File: config.mk
export PLATFORM = sky130hd
export DESIGN_NAME = mem_bus_arbiter
export DESIGN_NICKNAME = d
export VERILOG_FILES = /design/src/rtl/bus_pkg.sv /design/src/rtl/rr_arbiter.sv /design/src/rtl/mem_bus_arbiter.sv
export SDC_FILE = /design/constraint.sdc
export NUM_CORES = 1
export LEC_CHECK = 0
export CELL_PAD_IN_SITES_DETAIL_PLACEMENT = 0
export CELL_PAD_IN_SITES_GLOBAL_PLACEMENT = 1
export CORE_MARGIN = 1.5
export CORE_UTILIZATION = 48
export DETAILED_ROUTE_END_ITERATION = 10
export DONT_BUFFER_PORTS = 1
export PLACE_DENSITY = 0.91
export RECOVER_POWER = 25
export SYNTH_ARGS = -nofsm -noshare
export SYNTH_HDL_FRONTEND = slang
export SYNTH_SLANG_ARGS = --single-unit
File: constraint.sdc
create_clock -name clk_i -period 4 [get_ports clk_i]
set_input_delay 0.6 -clock clk_i [delete_from_list [all_inputs] [get_ports clk_i]]
set_output_delay 0.6 -clock clk_i [all_outputs]
set_load 0.05 [all_outputs]
File: src/rtl/bus_pkg.sv
// Shared types and constants for the memory bus interconnect.
// Default bus shape plus the command, read-tag and arbiter-state types.
package bus_pkg;

    localparam int BUS_N_MST  = 2;
    localparam int BUS_ADDR_W = 16;
    localparam int BUS_DATA_W = 8;
    localparam int MAX_MST    = 8;
    localparam int LOCK_WDOG  = 16;
    localparam int WDOG_W     = $clog2(LOCK_WDOG);

    function automatic int idx_w(input int n);
        return (n > 1) ? $clog2(n) : 1;
    endfunction

    // Tag index is sized for the largest supported requester count
    localparam int MST_IDX_W = idx_w(MAX_MST);

    typedef struct packed {
        logic                  we;
        logic [BUS_ADDR_W-1:0] addr;
        logic [BUS_DATA_W-1:0] wdata;
    } bus_cmd_t;

    typedef struct packed {
        logic                 valid;
        logic [MST_IDX_W-1:0] idx;
    } rd_tag_t;

    typedef enum logic {
        ST_OPEN,
        ST_LOCKED
    } arb_state_e;

endpackage

File: src/rtl/rr_arbiter.sv
// Round-robin arbiter with a per-requester bus lock and lock watchdog.
// Grant is combinational; the search pointer and lock owner are registered.
module rr_arbiter
    import bus_pkg::*;
#(
    parameter int N  = 2,
    parameter int IW = idx_w(N)
) (
    input  logic          clk_i,
    input  logic          rst_i,
    input  logic [N-1:0]  req_i,
    input  logic [N-1:0]  lock_i,
    output logic [N-1:0]  gnt_o,
    output logic [IW-1:0] win_o
);

    arb_state_e        state_q, state_d;
    logic [IW-1:0]     last_q, last_d;
    logic [N-1:0]      owner_q, owner_d;
    logic [WDOG_W-1:0] wdog_q, wdog_d;

    logic [N-1:0]      rr_mask, rr_hi, rr_pool, rr_gnt;
    logic [IW-1:0]     rr_idx, own_idx;
    logic              own_req, own_lock;

    function automatic logic [IW-1:0] oh2idx(input logic [N-1:0] oh);
        logic [IW-1:0] r;
        r = '0;
        for (int j = 0; j < N; j++) begin
            if (oh[j]) r = r | IW'(j);
        end
        return r;
    endfunction

    // Requesters above the last winner take precedence, then wrap around
    always_comb begin
        rr_mask = '0;
        for (int j = 0; j < N; j++) begin
            rr_mask[j] = (IW'(j) > last_q);
        end
    end

    assign rr_hi    = req_i & rr_mask;
    assign rr_pool  = (|rr_hi) ? rr_hi : req_i;
    assign rr_gnt   = rr_pool & (~rr_pool + N'(1));
    assign rr_idx   = oh2idx(rr_gnt);
    assign own_idx  = oh2idx(owner_q);
    assign own_req  = |(req_i & owner_q);
    assign own_lock = |(lock_i & owner_q);
    assign win_o    = oh2idx(gnt_o);

    always_comb begin
        state_d = state_q;
        last_d  = last_q;
        owner_d = owner_q;
        wdog_d  = wdog_q;
        gnt_o   = '0;
        unique case (state_q)
            ST_OPEN: begin
                gnt_o = rr_gnt;
                if (|rr_gnt) begin
                    last_d = rr_idx;
                    if (|(lock_i & rr_gnt)) begin
                        state_d = ST_LOCKED;
                        owner_d = rr_gnt;
                        wdog_d  = '0;
                    end
                end
            end
            ST_LOCKED: begin
                gnt_o = req_i & owner_q;
                if (own_req) begin
                    last_d = own_idx;
                    wdog_d = '0;
                    if (!own_lock) state_d = ST_OPEN;
                end else if (wdog_q == WDOG_W'(LOCK_WDOG - 1)) begin
                    state_d = ST_OPEN;
                    last_d  = own_idx;
                end else begin
                    wdog_d = wdog_q + WDOG_W'(1);
                end
            end
            default: ;
        endcase
        if (rst_i) gnt_o = '0;
    end

    always_ff @(posedge clk_i or posedge rst_i) begin
        if (rst_i) begin
            state_q <= ST_OPEN;
            last_q  <= IW'(N - 1);
            owner_q <= '0;
            wdog_q  <= '0;
        end else begin
            state_q <= state_d;
            last_q  <= last_d;
            owner_q <= owner_d;
            wdog_q  <= wdog_d;
        end
    end

endmodule

File: src/rtl/mem_bus_arbiter.sv
// Shared single-port RAM interconnect: arbitration, registered command
// stage and a read-tag pipe that steers returning data to its requester.
module mem_bus_arbiter
    import bus_pkg::*;
#(
    parameter int N_MST  = BUS_N_MST,
    parameter int ADDR_W = BUS_ADDR_W,
    parameter int DATA_W = BUS_DATA_W,
    parameter int RD_LAT = 1
) (
    input  logic                     clk_i,
    input  logic                     rst_i,
    input  logic [N_MST-1:0]         req_i,
    input  logic [N_MST-1:0]         lock_i,
    input  logic [N_MST-1:0]         we_i,
    input  logic [N_MST*ADDR_W-1:0]  addr_i,
    input  logic [N_MST*DATA_W-1:0]  wdata_i,
    output logic [N_MST-1:0]         gnt_o,
    output logic [N_MST-1:0]         rvalid_o,
    output logic [DATA_W-1:0]        rdata_o,
    output logic                     mem_en_o,
    output logic                     mem_we_o,
    output logic [ADDR_W-1:0]        mem_addr_o,
    output logic [DATA_W-1:0]        mem_wdata_o,
    input  logic [DATA_W-1:0]        mem_rdata_i
);

    localparam int IW = idx_w(N_MST);

    logic [N_MST-1:0] gnt;
    logic [IW-1:0]    win;
    logic             xfer;
    bus_cmd_t         cmd_d, cmd_q;
    logic             en_q;
    rd_tag_t          tag_d;
    rd_tag_t          tag_q [RD_LAT+1];

    rr_arbiter #(
        .N  (N_MST),
        .IW (IW)
    ) u_arb (
        .clk_i  (clk_i),
        .rst_i  (rst_i),
        .req_i  (req_i),
        .lock_i (lock_i),
        .gnt_o  (gnt),
        .win_o  (win)
    );

    assign gnt_o = gnt;
    assign xfer  = |gnt;

    // Address and write data hold their last value when idle
    always_comb begin
        cmd_d    = cmd_q;
        cmd_d.we = 1'b0;
        for (int k = 0; k < N_MST; k++) begin
            if (gnt[k]) begin
                cmd_d.we    = we_i[k];
                cmd_d.addr  = addr_i[k*ADDR_W +: ADDR_W];
                cmd_d.wdata = wdata_i[k*DATA_W +: DATA_W];
            end
        end
    end

    always_comb begin
        tag_d       = '0;
        tag_d.valid = xfer & ~cmd_d.we;
        tag_d.idx   = MST_IDX_W'(win);
    end

    always_ff @(posedge clk_i or posedge rst_i) begin
        if (rst_i) begin
            cmd_q <= '0;
            en_q  <= 1'b0;
            for (int i = 0; i <= RD_LAT; i++) begin
                tag_q[i] <= '0;
            end
        end else begin
            cmd_q    <= cmd_d;
            en_q     <= xfer;
            tag_q[0] <= tag_d;
            for (int i = 1; i <= RD_LAT; i++) begin
                tag_q[i] <= tag_q[i-1];
            end
        end
    end

    always_comb begin
        rvalid_o = '0;
        for (int k = 0; k < N_MST; k++) begin
            rvalid_o[k] = tag_q[RD_LAT].valid &&
                          (tag_q[RD_LAT].idx == MST_IDX_W'(k));
        end
    end

    assign rdata_o     = mem_rdata_i;
    assign mem_en_o    = en_q;
    assign mem_we_o    = cmd_q.we;
    assign mem_addr_o  = cmd_q.addr;
    assign mem_wdata_o = cmd_q.wdata;

endmodule

; ---- Word level (Yosys, flattened, before mapping)
; Cells that the tools add are included.
[totals]
ff_bits = 38
latchBits = 0
ram_bits = 0
romBits = 0
output_inout_bits = 38
elab_cells = 66
n_memories = 0
[classes]
addsub = 2
mul = 0
n_div = 0
n_lt_le_gt_ge = 2
eq_ne = 5
shift = 0
n_mux = 23
bitwise = 9
reduce_logical = 13
[op_table]
columns = operator, n
row1 = $mux 25, 2
row2 = $mux 4, 4
row3 = $reduce_or 2->1, 6
row4 = $mux 1, 11
row5 = $and 2x2->2, 5
row6 = $pmux 4 s2, 1
row7 = $ne 3x3->1 const B, 2
row8 = $reduce_and 3->1, 2
row9 = $add 4x1->4 const B, 1
row10 = $eq 4x4->1 const B, 1
row11 = $mux 2, 2
row12 = $ne 2x1->1 const B, 2
row13 = $pmux 1 s2, 2
row14 = $pmux 2 s2, 1
row15 = $logic_not 3->1, 1
row16 = $add 2x1->2 const B, 1
row17 = $gt 1x1->1 const A, 2
row18 = $logic_and 1x1->1, 2
row19 = $not 1->1, 2
row20 = $not 2->2, 1
row21 = $reduce_and 2->1, 1
row22 = $reduce_bool 2->1, 1
row23 = $and 1x1->1, 1

; ---- Depth between registers and ports, before layout
[depth]
depth_word = 13
mapped_depth = 7

; ---- By module
; Synthesis repeated with hierarchy kept, for this count alone.
[unflattened]
cells_unflattened = 184
area_unflattened_um2 = 1908.1
[modules_own_cells]
columns = module, n_inst, cells_each, area_each_um2, seq_area_each_um2
row1 = mem_bus_arbiter, 1, 128, 1396.3, 750.7
row2 = rr_arbiter, 1, 56, 511.7, 201.4

; ---- Worst setup path before layout
; No wires, ideal clock.
[synth_timing]
path_kind = in2out
startpoint = in rst_i
endpoint = out gnt_o[1]
arrival_time_ns = 2.178
setup_slack_ns = 1.222
stages = 4
n_path_buf = 1
cell_sequence = inv_1 > o2111ai_2 > inv_1 > buf_4
[synth_between]
elab_chain_cells = 1
[synth_rtl]
columns = element, line_no
row1 = start: declaration, mem_bus_arbiter.sv:12  ; input logic rst_i,
row2 = $mux 2, rr_arbiter.sv:85  ; if (rst_i) gnt_o = '0;
row3 = end: declaration, mem_bus_arbiter.sv:18  ; output logic [N_MST-1:0] gnt_o,
; No other way between the ends.

; ---- Worst setup path after layout
[layout_timing]
startpoint = in rst_i
endpoint = out gnt_o[0]
; Same word-level chain as after synthesis.

==> impl_results.md <==
* Post-Place Setup Slack at around 1.2 ns
* Post-synth EDFFs at 0
* Layout Cells excl Fill at 217
* Setup TNS Final at 0 ns
* GR Layer Usage met1 at between 10% and 20%
* XOR/XNOR Fraction of Synth Area at 0.467%
* Post-CTS setup buffers at 0
* Vias in the first global route at between 1000 and 1500
* Final worst setup slack at 1.25 ns
* Total Nets Final at 233
* Top cell type's share of synthesized area at roughly 50%
* Row count at 22
* Synth Area in Compound Gates at roughly 14%
* Fin crit share at approximately 69%
* Max-capacitance violation count at 0
* Worst slew pin tran at ~1.1 ns
* Sequential-to-total area share from yosys stat at 50.8%
* Max incr delay on CP at slightly above 1 ns
* Required time of the worst setup path at 3.40 ns
* Fin Clk Skew at between 0.009 and 0.01 ns
* Syn Inst Count at approximately 180
* Antenna cells at 0
* Asr flop ratio synth at 100%
* Slowest library cell on the worst path: o2111a_2
* Post-route DRC at 0
* Final Hold Vio Count at 0
* Core Area at ~3700 um2
* Min Tclk post-route at 2.75 ns
* CTS Hold Bufs at 0
* Count leader, synth: dfrtp_1
* Register bit total from synthesis at 38
* Die Ht at about 65 um
* Synth Flop Type: dfrtp_1
* Top cells by count, synth: 37 x dfrtp_1, 26 x a21oi_1, 25 x mux2i_1, 25 x nor2_1, 9 x buf_4
* Startpoint types: input pin
* Vias at roughly 1300
* IO buf count at 0
* Clock sinks at 38
* Die span in x at between 60 and 70 um
* Final setup viols at 0
* Placed cells at between 200 and 250
* Avg Inst Size Synth at between 10 and 15 um2
* Syn Nets at 243
* Grt total ovfl at 0
* Layout cells sized above 1 at 7.10%
* Clk buf depth at 2
* Routed length per placed instance at ~17 um
* Pwr dens at 981 nW/um2
* Multiplexer share of the synthesized area at a little over an eighth
* FMAX at ~360 MHz
* Post-synth top area cell: dfrtp_1
* Max FO, Critical Path at 28
* Detail Route Antenna Nets at 0
* YS warnings at 0
* Clock Latency Late Sink at approximately 0.28 ns
* TritonCTS buffer count at 5
* Reg clk slew, reported paths at about 0.080 ns
* CTS Root Cell: clkbuf_8
* Num ports at roughly 100
* Global route hottest layer: met2
* Crit path buffers/inverters at 1
* Worst Hold Class: in -> async
* H-Tree Depth at 2
* Simple-gate share of the synthesized area at a little under an eighth
* Crit-path leading delay family: compound AO/OA/AOI/OAI gates
* Synth Area in Adders at less than 1%
* 1st-pass router iterations at 4
* Met2 usage at around 30%
* Area Growth Syn to Fin at 2.00%
* Total die area at 4290 um2
* Final Core Density at a little over 50%
* Critical path endpoint category: output pin
* Pins Over Slew Limit at 0
* CP Class: in -> out
* CTS tree: done
* GR Util met3 at a little under a tenth
* Synthesized cell area at between 1500 and 2000 um2
* Hpwl dp at between 2 and 3 mm
* Initial antenna violation count at 0
* Max VDD drop at roughly 0.0005 V
* Status: completed
* Crit-path cells: inv_1 -> o2111a_2
* Starting density of the core at approximately 50%
* Main combinational cell family by area after synthesis: compound AO/OA/AOI/OAI gates
* Avg Vias per Cell at just under 6
* Starting DRC count in detailed routing at 37
* GRT Util Overall at between 10% and 20%
* Leak pwr at around 0.00080 uW
* Synth area leaders: dfrtp_1 49%, mux2i_1 13%, a21oi_1 6.9%
* RD Place Congestion at around 0.81
* Worst slew margin at approximately a quarter
* Global-route wire length before repair at between 5 and 6 mm
* WHS at just over 0.3 ns
* RSZ-0062 raised after global routing: false
* Pin count of the biggest net entering global routing at 54
* PostCTS Resize Cnt at 0
* Worst EP arrival at 2.15 ns
* Distinct cells, synth at 34
* Total Wirelength at 3.68 mm
[kinds of logic after synthesis]
group,Yosys count
and+or+nand+nor,47
AOI/OAI and AO/OA,43
DFF,38
muxes,25
buffers and inverters,23
xor gates and xnor gates,1
adders and majority gates,1
[layout make-up]
type	count	area [um2]
clock buffers	5	68.8
clock inverters	3	40.0
fillers	337	1800
inverters	4	15.0
multi-input cells	117	764
flip-flops and latches	38	952
well taps	48	60.1
repair buffers	2	11.3
[per-stage QoR]
stage               instance area (um2)  power [uW]
finish                             1910        1870
detailed placement                 1810        1580
CTS                                1920        1890
floorplan                          1870        1520
global route                       1910        1980
global placement                   1810        1540
[per-layer routing]
metal  vias to the layer above  wire, um  part of all wire, %
met3                         2       369                   10
met4                         0        29                 0.79
met2                        72      1950                   53
li1                        593         -                    -
met5                         -         0                    0
met1                       599      1320                   36
[where the power goes]
group	internal [uW]	leakage (uW)	total [uW]	switching [uW]
clock	183	0.0000579	309	126
sequential	549	0.000448	1160	610
combinational	182	0.000291	407	225
[state kept, by name, indices dropped and copies added, names as in the netlist]
name	cells
mem_wdata_o	8
u_arb.wdog_q	4
mem_we_o	1
mem_addr_o	16
u_arb.last_q	1
tag_q	4
u_arb.state_q	1
u_arb.owner_q	2
mem_en_o	1
[worst paths after layout]
path,start,endpoint,slack (ns),cells after the start
max reg2reg,u_arb.state_q$_DFF_PP0_,mem_en_o$_DFF_PP0_,1.74,5
max in group asynchronous,rst_i,mem_wdata_o[3]$_DFFE_PP0P_,2.22,2
min reg2reg,tag_q[4]$_DFF_PP0_,tag_q[0]$_DFF_PP0_,0.36,0
max,rst_i,gnt_o[0],1.25,2
min in group clk_i,tag_q[4]$_DFF_PP0_,tag_q[0]$_DFF_PP0_,0.36,0
min,rst_i,u_arb.state_q$_DFF_PP0_,0.31,1
[placed cells by master, fill, tap and decap left out, types with 2 or more instances in the layout]
cell,instances
nand3_1,6
nand2b_1,4
clkbuf_8,5
o21ai_0,7
inv_1,4
dfrtp_1,37
nand3b_1,2
mux2i_1,25
nor2_1,25
nor2b_1,2
nand2_1,3
clkinv_2,2
a21oi_1,26
Power figures use the tool's default switching activity.
